[config.mk]
export PLATFORM = sky130hd
export DESIGN_NAME = piezo_tone_generator_flat
export DESIGN_NICKNAME = d
export VERILOG_FILES = /design/src/rtl/piezo_tone_generator_if.sv /design/src/rtl/piezo_tone_generator.sv /design/src/flat_wrapper.sv
export SDC_FILE = /design/constraint.sdc
export NUM_CORES = 1
export LEC_CHECK = 0
export CAP_MARGIN = 20
export CELL_PAD_IN_SITES_DETAIL_PLACEMENT = 0
export CELL_PAD_IN_SITES_GLOBAL_PLACEMENT = 1
export CORE_ASPECT_RATIO = 1.25
export CORE_MARGIN = 2
export CORE_UTILIZATION = 45
export DETAILED_ROUTE_END_ITERATION = 8
export HOLD_SLACK_MARGIN = 0.15
export PLACE_DENSITY = 0.8
export SLEW_MARGIN = 5
export SYNTH_ARGS = -nofsm -noshare
export SYNTH_HDL_FRONTEND = slang
export SYNTH_SLANG_ARGS = --single-unit
[constraint.sdc]
create_clock -name clk -period 4.2 [get_ports clk]
set_input_delay 0.42 -clock clk [delete_from_list [all_inputs] [get_ports clk]]
set_output_delay 0.42 -clock clk [all_outputs]
set_load 0.02 [all_outputs]
[src/rtl/piezo_tone_generator_if.sv]
// Note-code / piezo-drive bundle between the ending-music sequencer (master) and the tone generator (slave).
// PIEZO_OCTAVE_SHIFT_EN adds the octave_up request line.
interface piezo_tone_generator_if;
  logic [3:0] note_code;
  logic       piezo;
  logic       tone_active;
  logic [3:0] note_cur;
  logic       code_err;
`ifdef PIEZO_OCTAVE_SHIFT_EN
  logic       octave_up;
`endif

  modport master (
`ifdef PIEZO_OCTAVE_SHIFT_EN
    output octave_up,
`endif
    output note_code,
    input  piezo, tone_active, note_cur, code_err
  );

  modport slave (
`ifdef PIEZO_OCTAVE_SHIFT_EN
    input  octave_up,
`endif
    input  note_code,
    output piezo, tone_active, note_cur, code_err
  );
endinterface

[src/rtl/piezo_tone_generator.sv]
// Square-wave piezo driver for note codes 0 (rest) and 1..8 (C4..C5); pitch changes only on half-period boundaries.
// Optional macro PIEZO_OCTAVE_SHIFT_EN adds octave_up, halving the loaded half-period when high.
module piezo_tone_generator #(
  parameter int unsigned CLK_HZ = 50000000,
  parameter int unsigned DIV_W  = 17
) (
  input  logic                  clk,
  input  logic                  reset,
  piezo_tone_generator_if.slave bus_if
);

  localparam logic [DIV_W-1:0] HALF_C4 = DIV_W'(CLK_HZ / (2 * 262));
  localparam logic [DIV_W-1:0] HALF_D4 = DIV_W'(CLK_HZ / (2 * 294));
  localparam logic [DIV_W-1:0] HALF_E4 = DIV_W'(CLK_HZ / (2 * 330));
  localparam logic [DIV_W-1:0] HALF_F4 = DIV_W'(CLK_HZ / (2 * 349));
  localparam logic [DIV_W-1:0] HALF_G4 = DIV_W'(CLK_HZ / (2 * 392));
  localparam logic [DIV_W-1:0] HALF_A4 = DIV_W'(CLK_HZ / (2 * 440));
  localparam logic [DIV_W-1:0] HALF_B4 = DIV_W'(CLK_HZ / (2 * 494));
  localparam logic [DIV_W-1:0] HALF_C5 = DIV_W'(CLK_HZ / (2 * 523));

  typedef enum logic {IDLE, PLAY} state_t;

  function automatic logic [DIV_W-1:0] table_half(input logic [3:0] code);
    case (code)
      4'd1:    table_half = HALF_C4;
      4'd2:    table_half = HALF_D4;
      4'd3:    table_half = HALF_E4;
      4'd4:    table_half = HALF_F4;
      4'd5:    table_half = HALF_G4;
      4'd6:    table_half = HALF_A4;
      4'd7:    table_half = HALF_B4;
      4'd8:    table_half = HALF_C5;
      default: table_half = '0;
    endcase
  endfunction

  function automatic logic legal_code(input logic [3:0] code);
    return code <= 4'd8;
  endfunction

  state_t           state_q;
  logic [3:0]       note_q;
  logic [3:0]       code_prev_q;
  logic             code_err_q;
  logic             piezo_q;
  logic [3:0]       note_cur_q;
  logic [DIV_W-1:0] cnt_q;
  logic [DIV_W-1:0] cnt_d;
  logic [DIV_W-1:0] half_q;
  logic [DIV_W-1:0] new_half;
  logic             at_bnd;
  logic             same_pitch;
  logic             load_en;

`ifdef PIEZO_OCTAVE_SHIFT_EN
  logic oct_q;
  logic oct_cur_q;

  always_comb begin
    new_half   = table_half(note_q) >> oct_q;
    same_pitch = (note_q == note_cur_q) && (oct_q == oct_cur_q);
  end

  // The octave request is tracked like note_q/note_cur_q so an octave-only change is a pitch change.
  always_ff @(posedge clk or posedge reset) begin
    if (reset) begin
      oct_q     <= 1'b0;
      oct_cur_q <= 1'b0;
    end else begin
      oct_q <= bus_if.octave_up;
      if (load_en) oct_cur_q <= oct_q;
    end
  end
`else
  always_comb begin
    new_half   = table_half(note_q);
    same_pitch = (note_q == note_cur_q);
  end
`endif

  always_comb begin
    at_bnd  = (state_q == PLAY) && (cnt_q == half_q - DIV_W'(1));
    cnt_d   = at_bnd ? '0 : cnt_q + DIV_W'(1);
    load_en = (note_q != 4'd0) &&
              ((state_q == IDLE) || (at_bnd && !same_pitch));
  end

  always_ff @(posedge clk or posedge reset) begin
    if (reset) begin
      state_q     <= IDLE;
      note_q      <= 4'd0;
      code_prev_q <= 4'd0;
      code_err_q  <= 1'b0;
      piezo_q     <= 1'b0;
      note_cur_q  <= 4'd0;
      cnt_q       <= '0;
      half_q      <= '0;
    end else begin
      note_q      <= legal_code(bus_if.note_code) ? bus_if.note_code : 4'd0;
      code_prev_q <= bus_if.note_code;
      code_err_q  <= !legal_code(bus_if.note_code) && (bus_if.note_code != code_prev_q);

      case (state_q)
        IDLE: begin
          piezo_q <= 1'b0;
          cnt_q   <= '0;
          if (load_en) begin
            piezo_q    <= 1'b1;
            half_q     <= new_half;
            note_cur_q <= note_q;
            state_q    <= PLAY;
          end
        end
        PLAY: begin
          cnt_q <= cnt_d;
          // Only the code sampled at the boundary matters; a rest lets the current level finish.
          if (at_bnd) begin
            if (note_q == 4'd0) begin
              piezo_q    <= 1'b0;
              note_cur_q <= 4'd0;
              state_q    <= IDLE;
            end else begin
              piezo_q <= ~piezo_q;
              if (load_en) begin
                half_q     <= new_half;
                note_cur_q <= note_q;
              end
            end
          end
        end
        default: state_q <= IDLE;
      endcase
    end
  end

  assign bus_if.piezo       = piezo_q;
  assign bus_if.tone_active = (state_q == PLAY);
  assign bus_if.note_cur    = note_cur_q;
  assign bus_if.code_err    = code_err_q;

endmodule

[src/flat_wrapper.sv]
// flat-port wrapper written by rule: the top's interface ports become plain ports
module piezo_tone_generator_flat 
#(
  parameter int unsigned CLK_HZ = 50000000,
  parameter int unsigned DIV_W  = 17
)
  (clk, reset, bus_if_note_code, bus_if_piezo, bus_if_tone_active, bus_if_note_cur, bus_if_code_err);
  piezo_tone_generator_if bus_if_i ();
  input  logic clk;
  input  logic reset;
  input wire logic [$bits(bus_if_i.note_code)-1:0] bus_if_note_code;
  output wire logic [$bits(bus_if_i.piezo)-1:0] bus_if_piezo;
  output wire logic [$bits(bus_if_i.tone_active)-1:0] bus_if_tone_active;
  output wire logic [$bits(bus_if_i.note_cur)-1:0] bus_if_note_cur;
  output wire logic [$bits(bus_if_i.code_err)-1:0] bus_if_code_err;
  assign bus_if_i.note_code = bus_if_note_code;
  assign bus_if_piezo = bus_if_i.piezo;
  assign bus_if_tone_active = bus_if_i.tone_active;
  assign bus_if_note_cur = bus_if_i.note_cur;
  assign bus_if_code_err = bus_if_i.code_err;
  piezo_tone_generator #(.CLK_HZ(CLK_HZ), .DIV_W(DIV_W)) u_core (.clk(clk), .reset(reset), .bus_if(bus_if_i));
endmodule
==> impl_metrics.json <==
{
  "slew_headroom": 0.633,
  "switching_share": 0.330,
  "synth-compound-area-share": 0.158,
  "layout_commonest_cell": "dfrtp_1",
  "ctsHoldBuffers": 0,
  "tightest_slew_ns": 0.545,
  "netlist_instances": 299,
  "critPathMaxStageDelay_ns": 0.52,
  "synth_top_family_by_area": "simple AND/OR/NAND/NOR gates",
  "h-tree-depth": 2,
  "grt.overflow.total": 0,
  "yosysSeqAreaShare": 0.408,
  "finalPower_uw": 1410,
  "vias": 2131,
  "synth-xor-area-share": 0.131,
  "async_flop_share": 1.00,
  "first_global_vias": 2140,
  "dieArea_mm2": 0.00707,
  "drv_cap": 0,
  "fill_cells": 583,
  "hold_class": "input pin to async pin",
  "worstPathMaxFanout": 19,
  "syn_area_per_cell_um2": 9.65,
  "via_per_inst": 5.49,
  "synth-seq-cells": 47,
  "coreArea_mm2": 0.00621,
  "fin_crit_sh": 0.829,
  "r2r-start": "u_core.half_q[14]$_DFFE_PP0P_",
  "end_kind": "flip-flop",
  "clock.fmax_ghz": 0.287,
  "slowest_stage": "or4_1",
  "drv_slew": 0,
  "leakage_uw": 0.00135,
  "synth_fa_ha_area_frac": 0.0304,
  "grt_pass1_wl_mm": 10.3,
  "synthFlopType": "dfrtp_1",
  "antenna_left": 0,
  "synthTopCellsByArea": "dfrtp_1 (41%), xnor2_1 (7.0%), xor2_1 (6.1%)",
  "antenna_found_initial": 0,
  "r2r_end": "u_core.bus_if.note_cur[1]$_DFFE_PP0N_",
  "cts.repair.resized": 0,
  "fin_crit_ns": 3.48,
  "crit_type": "flip-flop to flip-flop",
  "clkTransAtPathRegs_ns": 0.10,
  "p_clk_frac": 0.286,
  "wl_per_cell_um": 15.4,
  "drtIter0Drc": 111,
  "start_util": 0.465,
  "gp_congestion": 0.826,
  "reg2reg_slack_ns": 0.72,
  "muxShareOfSynthArea": 0.0148,
  "clockBufferDepth": 2,
  "irDropWorstVdd_uv": 289,
  "die_h_um": 93.5,
  "outcome": "completed",
  "hold_violations": 0,
  "ios": 13,
  "cts_tree": "yes",
  "final_area_mm2": 0.00318,
  "cp.arrival_ns": 3.68,
  "cts_made_buffers": 5,
  "dr.pass1.iters": 4,
  "fin_skew_ns": 0.00924,
  "nets": 315,
  "synth_edf_count": 0,
  "clock_latency_ns": 0.31,
  "clockRootBuffer": "clkbuf_8",
  "std_cell_rows": 32,
  "p_int_uw": 942,
  "yosysWarnings": 0,
  "drive_gt1_frac": 0.0957,
  "place_area_mm2": 0.00302,
  "setup_viol": 0,
  "drt-total-wl_mm": 5.97,
  "drc": 0,
  "grt_max_degree": 48,
  "setup_tns_ns": 0,
  "p_switching_uw": 464,
  "required_ns": 4.39,
  "grt_usage": 0.189,
  "r2r_cells": 10,
  "pwr-share-seq": 0.459,
  "synthSimpleGateAreaFrac": 0.206,
  "die_width_um": 75.6,
  "startpoint_type": "flip-flop",
  "crit_chain": "inv_1, ha_1, nor3b_2, nand2_1, xnor2_1, or4_1, a2111oi_4, a31o_2, o211ai_2, a22o_1",
  "clock-sinks": 47,
  "dp_hpwl_mm": 4.36,
  "synthesis.nets": 312,
  "yosysTopAreaCellShare": 0.408,
  "postCtsSetupBuffers": 0,
  "rsz0062_at_grt": "no",
  "yosys.area.top_type": "dfrtp_1",
  "power_frac_comb": 0.255,
  "antennaDiodeCount": 0,
  "areaGrowthSynthToFinish_pct": 10.2,
  "p_per_area_mw_per_mm2": 442,
  "final_cell_mix": "dfrtp_1 (47), nor2_1 (30), xnor2_1 (23)",
  "io_buffers": 12,
  "synthesis.area_mm2": 0.00288,
  "synth_cell_types": 57
}
[cells in the mapped netlist, drive strengths merged, types with 4 or more instances]
master	instances
nor4	5
and3	10
a22o	7
inv	15
xor2	20
nor2b	6
nand4	4
dfrtp	47
nor3	5
o21ai	6
nand2	16
nand3	12
ha	7
o211ai	4
xnor2	23
buf	8
o22a	4
nor2	31
clkbuf	10
a21oi	13
[per-stage QoR]
step / setup WS [ns] / cells / hold slack, ns / util
global route: 0.441 / 388 / 0.380 / 0.512
detailed placement: 0.732 / 379 / 0.508 / 0.487
floorplan: 1.16 / 299 / 0.451 / -
CTS: 0.703 / 387 / 0.535 / 0.509
global placement: 0.824 / 379 / 0.508 / 0.487
finish: 0.718 / 388 / 0.357 / 0.512
[logic make-up (layout without fill, tap and decap cells)]
group                      after synthesis  after routing
and+or+nand+nor                        108            108
AOI/OAI and AO/OA                       57             57
DFF                                     47             47
xor gates and xnor gates                43             43
buffers and inverters                   33             37
adders and majority gates                7              7
muxes                                    4              4
[metal layers]
layer,GRT usage,vias to the layer above,share of wire
met3,0.0345,11,0.025
li1,-,1055,-
met2,0.309,31,0.49
met5,0,-,0
met4,0.0643,0,0.023
met1,0.248,1034,0.46
[power by group through the flow]
stage	combinational (µW)	sequential (µW)	clock (µW)
after global placement	355	652	0
final	358	645	402
after floorplan	324	599	0
after CTS	360	645	409
after global routing	406	661	426
after detailed placement	359	654	0
[state kept, by name, summed over array words and instances (netlist names)]
register and cells:
u_core.bus_if.piezo 1, u_core.note_q 4, u_core.half_q 15, u_core.bus_if.note_cur 4
u_core.cnt_q 17, u_core.bus_if.code_err 1, u_core.code_prev_q 4, u_core.bus_if.tone_active 1
[worst max-delay path, delay by kind of cell, from the launching register on]
kind | cells | cell delay, ns
adder cells (fa/ha/maj) | 1 | 0.25
buffers and inverters | 1 | 0.11
AND/OR/NAND/NOR | 3 | 1.17
flip-flops | 1 | 0.47
AO/OA/AOI/OAI | 4 | 1.23
XOR/XNOR | 1 | 0.14
[layout make-up]
class / instances / area (µm²) / area share
well taps: 85 / 106 / 0.0335
inverters: 15 / 56.3 / 0.0177
clock buffers: 5 / 68.8 / 0.0216
flip-flops and latches: 47 / 1180 / 0.370
clock inverters: 3 / 67.6 / 0.0213
repair buffers: 14 / 148 / 0.0464
multi-input cells: 219 / 1560 / 0.490
[how the worst max path moves through the flow]
stage / from / end / cells after the start
finish: u_core.half_q[14]$_DFFE_PP0P_ / u_core.bus_if.note_cur[1]$_DFFE_PP0N_ / 10
global route: u_core.half_q[14]$_DFFE_PP0P_ / u_core.bus_if.note_cur[1]$_DFFE_PP0N_ / 10
CTS: u_core.half_q[14]$_DFFE_PP0P_ / u_core.bus_if.note_cur[1]$_DFFE_PP0N_ / 10
detailed placement: u_core.half_q[14]$_DFFE_PP0P_ / u_core.bus_if.note_cur[0]$_DFFE_PP0N_ / 10
global placement: u_core.half_q[14]$_DFFE_PP0P_ / u_core.bus_if.note_cur[1]$_DFFE_PP0N_ / 10
floorplan: u_core.half_q[14]$_DFFE_PP0P_ / u_core.half_q[2]$_DFFE_PP0P_ / 11
No activity file was read; power rests on OpenSTA's default activity.
